### config.mk
export PLATFORM = sky130hd
export DESIGN_NAME = life_gen_scheduler
export DESIGN_NICKNAME = d
export VERILOG_FILES = /design/src/rtl/life_pkg.sv /design/src/rtl/life_cell_next.sv /design/src/rtl/life_gen_scheduler.sv
export SDC_FILE = /design/constraint.sdc
export NUM_CORES = 1
export LEC_CHECK = 0
export BUFFER_PORTS_ARGS = -buffer_cell sky130_fd_sc_hd__buf_2
export CAP_MARGIN = 15
export CORE_ASPECT_RATIO = 2
export CORE_MARGIN = 3
export CORE_UTILIZATION = 45
export CTS_CLUSTER_SIZE = 14
export DETAILED_ROUTE_END_ITERATION = 8
export GPL_TIMING_DRIVEN = 0
export MAX_ROUTING_LAYER = met4
export PLACE_DENSITY = 0.65
export SYNTH_ARGS = -nofsm -noshare
export SYNTH_HDL_FRONTEND = slang
export SYNTH_SLANG_ARGS = --single-unit
### constraint.sdc
create_clock -name clka -period 5.3 [get_ports clka]
set_input_delay 0.265 -clock clka [delete_from_list [all_inputs] [get_ports clka]]
set_output_delay 0.265 -clock clka [all_outputs]
set_load 0.01 [all_outputs]
### src/rtl/life_pkg.sv
// life_pkg: board geometry and game_state encoding for the Life scheduler.
// Config macro LIFE_TORUS_EN (consumed in life_cell_next) selects a toroidal board.
package life_pkg;

  localparam int GRID_DIM = 8;
  localparam int CELLS    = GRID_DIM * GRID_DIM;
  localparam int IDX_W    = 6;

  typedef enum logic [1:0] {
    ST_PAUSE   = 2'b00,
    ST_PROGRAM = 2'b01,
    ST_RUN     = 2'b10,
    ST_COMPUTE = 2'b11
  } state_e;

endpackage

### src/rtl/life_cell_next.sv
// life_cell_next: B3/S23 next value of one cell, combinational.
// LIFE_TORUS_EN defined: neighbours wrap modulo 8; undefined: off-board is dead.
module life_cell_next
  import life_pkg::*;
(
  input  logic [CELLS-1:0] i_grid,
  input  logic [IDX_W-1:0] i_idx,
  output logic             o_next
);

  logic [2:0] w_row, w_col;
  logic [2:0] w_rm, w_rp, w_cm, w_cp;
  logic       w_vrm, w_vrp, w_vcm, w_vcp;
  logic [7:0] w_nb;
  logic [3:0] w_cnt;
  logic       w_self;

  assign w_row = i_idx[5:3];
  assign w_col = i_idx[2:0];
  // 3-bit arithmetic wraps naturally; validity flags mask edges when flat
  assign w_rm  = w_row - 3'd1;
  assign w_rp  = w_row + 3'd1;
  assign w_cm  = w_col - 3'd1;
  assign w_cp  = w_col + 3'd1;

`ifdef LIFE_TORUS_EN
  assign w_vrm = 1'b1;
  assign w_vrp = 1'b1;
  assign w_vcm = 1'b1;
  assign w_vcp = 1'b1;
`else
  assign w_vrm = (w_row != 3'd0);
  assign w_vrp = (w_row != 3'd7);
  assign w_vcm = (w_col != 3'd0);
  assign w_vcp = (w_col != 3'd7);
`endif

  assign w_self = i_grid[{w_row, w_col}];

  // gather the eight neighbours, masking off-board ones
  always_comb begin
    w_nb    = '0;
    w_nb[0] = i_grid[{w_rm, w_cm}] & w_vrm & w_vcm;
    w_nb[1] = i_grid[{w_rm, w_col}] & w_vrm;
    w_nb[2] = i_grid[{w_rm, w_cp}] & w_vrm & w_vcp;
    w_nb[3] = i_grid[{w_row, w_cm}] & w_vcm;
    w_nb[4] = i_grid[{w_row, w_cp}] & w_vcp;
    w_nb[5] = i_grid[{w_rp, w_cm}] & w_vrp & w_vcm;
    w_nb[6] = i_grid[{w_rp, w_col}] & w_vrp;
    w_nb[7] = i_grid[{w_rp, w_cp}] & w_vrp & w_vcp;
  end

  // population count of live neighbours
  always_comb begin
    w_cnt = '0;
    for (int k = 0; k < 8; k++) begin
      w_cnt = w_cnt + {3'b000, w_nb[k]};
    end
  end

  assign o_next = (w_cnt == 4'd3) | (w_self & (w_cnt == 4'd2));

endmodule

### src/rtl/life_gen_scheduler.sv
// life_gen_scheduler: PAUSE/PROGRAM/RUN/COMPUTE control of an 8x8 Life board.
// Build option LIFE_TORUS_EN selects toroidal neighbour wrap in life_cell_next.
module life_gen_scheduler
  import life_pkg::*;
#(
  parameter int unsigned TICK_DIV = 50000000
) (
  input  logic             clka,
  input  logic             rst,
  input  logic             prgm,
  input  logic             pp,
  input  logic             step,
  input  logic             btn0,
  input  logic             btn1,
  output logic [1:0]       game_state,
  output logic [CELLS-1:0] grid,
  output logic [IDX_W-1:0] cursor,
  output logic [15:0]      gen_count,
  output logic             still
);

  state_e              r_state, r_ret;
  state_e              w_state_nx, w_start_ret;
  logic                w_start, w_commit, w_prog;
  logic [CELLS-1:0]    r_grid;
  logic [CELLS-2:0]    r_acc;
  logic [CELLS-1:0]    w_new;
  logic [IDX_W-1:0]    r_cursor, r_idx;
  logic [15:0]         r_gen;
  logic                r_still, r_pend;
  logic [31:0]         r_presc;
  logic                w_cell;

  // r_grid is frozen during COMPUTE, so it is the entry snapshot
  life_cell_next u_cell (
    .i_grid (r_grid),
    .i_idx  (r_idx),
    .o_next (w_cell)
  );

  // cells 0..62 shift in LSB-first; cell 63 joins at the commit edge
  assign w_new = {w_cell, r_acc};

  // next-state decode and per-cycle control strobes
  always_comb begin
    w_state_nx  = r_state;
    w_start     = 1'b0;
    w_start_ret = ST_PAUSE;
    w_commit    = 1'b0;
    w_prog      = 1'b0;
    unique case (r_state)
      ST_PAUSE: begin
        if (prgm) begin
          w_state_nx = ST_PROGRAM;
        end else if (pp) begin
          w_state_nx = ST_RUN;
        end else if (step) begin
          w_state_nx  = ST_COMPUTE;
          w_start     = 1'b1;
          w_start_ret = ST_PAUSE;
        end
      end
      ST_PROGRAM: begin
        w_prog = 1'b1;
        if (!prgm) w_state_nx = ST_PAUSE;
      end
      ST_RUN: begin
        if (prgm) begin
          w_state_nx = ST_PROGRAM;
        end else if (pp) begin
          w_state_nx = ST_PAUSE;
        end else if (r_presc == 32'(TICK_DIV - 1)) begin
          w_state_nx  = ST_COMPUTE;
          w_start     = 1'b1;
          w_start_ret = ST_RUN;
        end
      end
      ST_COMPUTE: begin
        if (r_idx == IDX_W'(CELLS - 1)) begin
          w_commit   = 1'b1;
          w_state_nx = (r_pend | pp) ? ST_PAUSE : r_ret;
        end
      end
      default: w_state_nx = ST_PAUSE;
    endcase
  end

  // state register
  always_ff @(posedge clka) begin
    if (rst) r_state <= ST_PAUSE;
    else     r_state <= w_state_nx;
  end

  // board, cursor, prescaler and generation bookkeeping
  always_ff @(posedge clka) begin
    if (rst) begin
      r_grid   <= '0;
      r_acc    <= '0;
      r_cursor <= '0;
      r_idx    <= '0;
      r_gen    <= '0;
      r_still  <= 1'b0;
      r_pend   <= 1'b0;
      r_presc  <= '0;
      r_ret    <= ST_PAUSE;
    end else begin
      if (r_state == ST_RUN && w_state_nx == ST_RUN)
        r_presc <= r_presc + 32'd1;
      else
        r_presc <= '0;

      if (w_prog) begin
        if (btn1) begin
          r_grid[r_cursor] <= ~r_grid[r_cursor];
          r_still          <= 1'b0;
        end
        if (btn0) r_cursor <= r_cursor + IDX_W'(1);
      end

      if (w_start) begin
        r_idx  <= '0;
        r_pend <= 1'b0;
        r_ret  <= w_start_ret;
      end

      if (r_state == ST_COMPUTE) begin
        r_acc <= {w_cell, r_acc[CELLS-2:1]};
        r_idx <= r_idx + IDX_W'(1);
        if (pp) r_pend <= 1'b1;
        if (w_commit) begin
          r_grid  <= w_new;
          r_gen   <= r_gen + 16'd1;
          r_still <= (w_new == r_grid);
          r_pend  <= 1'b0;
        end
      end
    end
  end

  assign game_state = r_state;
  assign grid       = r_grid;
  assign cursor     = r_cursor;
  assign gen_count  = r_gen;
  assign still      = r_still;

endmodule
==> metrics.txt <==
status=finished with violations; failing checks=negative setup slack; Tightest Pin Transition=about 1.1 ns; initial core utilization=0.4621; vias in the first global route=10890; first-pass GRT wire length=66.90 mm; Post-DRT Antenna Nets=0; Tot Pwr=a little under 3 mW; clock root cell=clkbuf_16; CP bufs+invs=8; Clock Skew=about 0.015 ns; synthesis-stage register bit count=between 150 and 200; Peak supply drop=approximately 0.00025 V; CP Capture Point=still; HPWL Detailed=34.99 mm; top cell type's share of synthesized area=0.3378; Area contributors post-synth=dfxtp_1 (34%), mux4_2 (8.3%), nand2_1 (8.0%); NetSw=711.1 µW; unrepaired setup endpoints after global routing=yes; final wirelength=approximately 45 mm; crit path from=r_idx[0]; setup violators final=3; Final Util=0.5323; Sum Neg Setup Slack=-0.4618 ns; Final min period=5.485 ns; Achievable Freq=182.3 MHz; # IOs=96; drt initial violations=slightly below 1000; internal power=2.198 mW; core area=24630 µm²; Slowest-stage cell, CP=mux4_2; Total Routing Usage GR=0.3343; Die ar.=approximately 27000 µm²; share of total power in sequential cells=0.498; Inst Count DP=roughly 1800; Yosys cell types=65; number of core rows=approximately 80; Synth area leader=dfxtp_1; Antenna Cells=0; HP Class=in -> reg; WP depth=25; Syn Std Cell Area=between 10000 and 15000 µm²; PwrDens=about 220 nW/µm²; Worst slew margin=0.2622; ys async rst share=0; post-route design area=13110 µm²; fraction of layout cells with a size suffix above 1=0.1712; CP required=5.64 ns; Final GP Congestion=roughly 1.0; CP Capture Type=flip-flop; placed cell area=between 10000 and 15000 µm²; max cap viols=0; CTS sink cnt=between 150 and 200; Routed wire per std cell=24.72 µm; fin nets=about 1500; Mapped Nets=1374; FF-to-FF End=still; Worst R2R Start=r_idx[0]; Clock Tree Buf Depth=2; initial antenna violation count=0; Reg2Reg Depth=25; CTS tree=yes; Synth Area per Inst=8.436 µm²; drt pass-1 iters=5; Final WS setup=-0.1850 ns; drc violations=0; Crit Path Class=reg -> reg; largest net degree at the start of global routing=17; Via density=around 6.1; Hold Slack=0.1274 ns; pre-CTS setup slack=-0.7034 ns; sequential area share after synthesis=0.3378; Sw Ratio=0.2444; ys flop type=dfxtp_1; clock slew at reported path FFs=0.07 ns; combinational share of power=0.054; Gate Count Post-Synth=~1300; Layout area overhead=15.19%; width of the die=around 120 µm; Critical Path Source Type=flip-flop; Top delay family on crit path=adder cells; max incr delay on CP=0.55 ns; Final Hold Fails=0; Port-buffer cells=94; Clock Latency Late Sink=approximately 0.45 ns; routed vias=approximately 11000; Post-synth EDFFs=0; final period utilization=1.035; reg2reg setup slack=-0.18 ns; grt total ovfl=0; TritonCTS Buffers=17; Final Max Tran Viols=0; DIE HEIGHT=about 230 µm; static leakage=~5.0 nW; Worst Path Max Fanout=8; Yosys warning count=0; CTS HTree Levels=4; Crit path arrival time=around 5.8 ns; Final Instance Count excl. Fillers=around 1800; Clk pwr share=0.448; CP most frequent cell=inv_2
[state kept, by name, summed over array words and instances, names as in the netlist]
register,cells
r_idx,6
cursor,6
r_ret,1
game_state,2
r_presc,32
grid,64
gen_count,16
r_acc,63
still,1
r_pend,1
[cell families (layout without fill, tap and decap cells)]
group                      after synthesis  in the layout  share of synthesized area
muxes                                  130            130                     0.1634
AOI/OAI and AO/OA                      243            243                     0.1284
buffers and inverters                  114            249                    0.04244
adders and majority gates               18             18                    0.02243
xor gates and xnor gates               113            113                    0.08862
DFF                                    192            192                     0.3378
and+or+nand+nor                        539            539                     0.2169
[worst reg2reg max path, cell delays in order (launching register included)]
cell       delay, ns
dfxtp_2         0.34
buf_8           0.12
buf_8           0.13
inv_12          0.06
ha_4            0.15
xor2_4          0.16
buf_12          0.16
mux4_2          0.56
nand2_1         0.10
o21ai_2         0.07
mux4_2          0.50
nor3_2          0.13
ha_1            0.26
inv_2           0.06
fa_1            0.42
fa_1            0.45
inv_2           0.08
fa_2            0.24
inv_2           0.05
fa_2            0.41
a2111oi_4       0.29
a21oi_2         0.06
a311oi_2        0.18
buf_4           0.17
xor2_1          0.15
o21ai_1         0.07
[worst min-delay path by stage]
stage	from	endpoint	slack (ns)	depth (start not counted)
floorplan	r_presc[0]	r_presc[0]	0.42	1
global placement	r_presc[0]	r_presc[0]	0.43	1
detailed placement	r_presc[0]	r_presc[0]	0.45	1
CTS	prgm	game_state[0]	0.10	3
global route	prgm	game_state[0]	0.15	3
finish	prgm	game_state[0]	0.13	3
[layer usage]
layer	global-route usage	part of all wire
met5	-	0
met4	0.2441	0.094
met3	0.04413	0.060
met2	0.5764	0.50
met1	0.3470	0.35
[cell type report]
type	instances	area [µm²]
multi-input combinational	1043	7138
sequential	192	3846
buffer	90	442.9
fill	2423	11520
clock inverter	11	133.9
inverter	20	92.59
timing repair buffer	109	596.8
clock buffer	19	442.9
tap	332	415.4
[what timing repair did]
item | in CTS | in global routing
setup buffers | 9 | 3
hold endpoints to repair | 0 | 0
hold buffers | 0 | 0
pin swaps | 11 | 10
endpoints found under the setup margin | 3 | 3
resized for setup | 18 | 5
[cells in the final DEF (no fill, tap or decap), types with 14 or more instances in the layout]
cell type    n
mux2i_1     62
buf_2      108
nand4_1     17
mux4_2      42
nand3_1     37
nor2_1     112
xor2_1      84
buf_1       15
clkbuf_16   17
mux2_2      14
a21oi_1    114
dfxtp_1    190
inv_1       14
buf_4       14
o21ai_1     27
nor4_1      15
nand2_1    244
o31ai_1     26
clkbuf_1    51
nor3_1      36
o21ai_0     15
xnor2_1     27
[power by group through the flow]
stage	logic, mW	registers, mW	clock network (mW)
after floorplan	0.0909	1.48	0
after global placement	0.145	1.48	0
after detailed placement	0.146	1.48	0
after CTS	0.151	1.45	1.32
after global routing	0.164	1.45	1.37
final	0.156	1.45	1.30
[cell usage after synthesis (7+ instances only)]
library cell,instances
nand2_1,244
dfxtp_1,192
a21oi_1,117
nor2_1,112
xor2_1,85
mux2i_1,62
clkbuf_1,56
mux4_2,42
nor3_1,39
nand3_1,37
o21ai_1,28
xnor2_1,27
o31ai_1,26
inv_1,18
buf_2,17
nand4_1,17
buf_1,16
nor4_1,15
o21ai_0,15
ha_1,14
mux2_2,14
and3_1,12
mux2_1,12
or3_1,9
a21o_1,8
a22o_1,8
nor3_2,8
and2_1,7
Note: power is estimated with default switching activity, not from simulation.
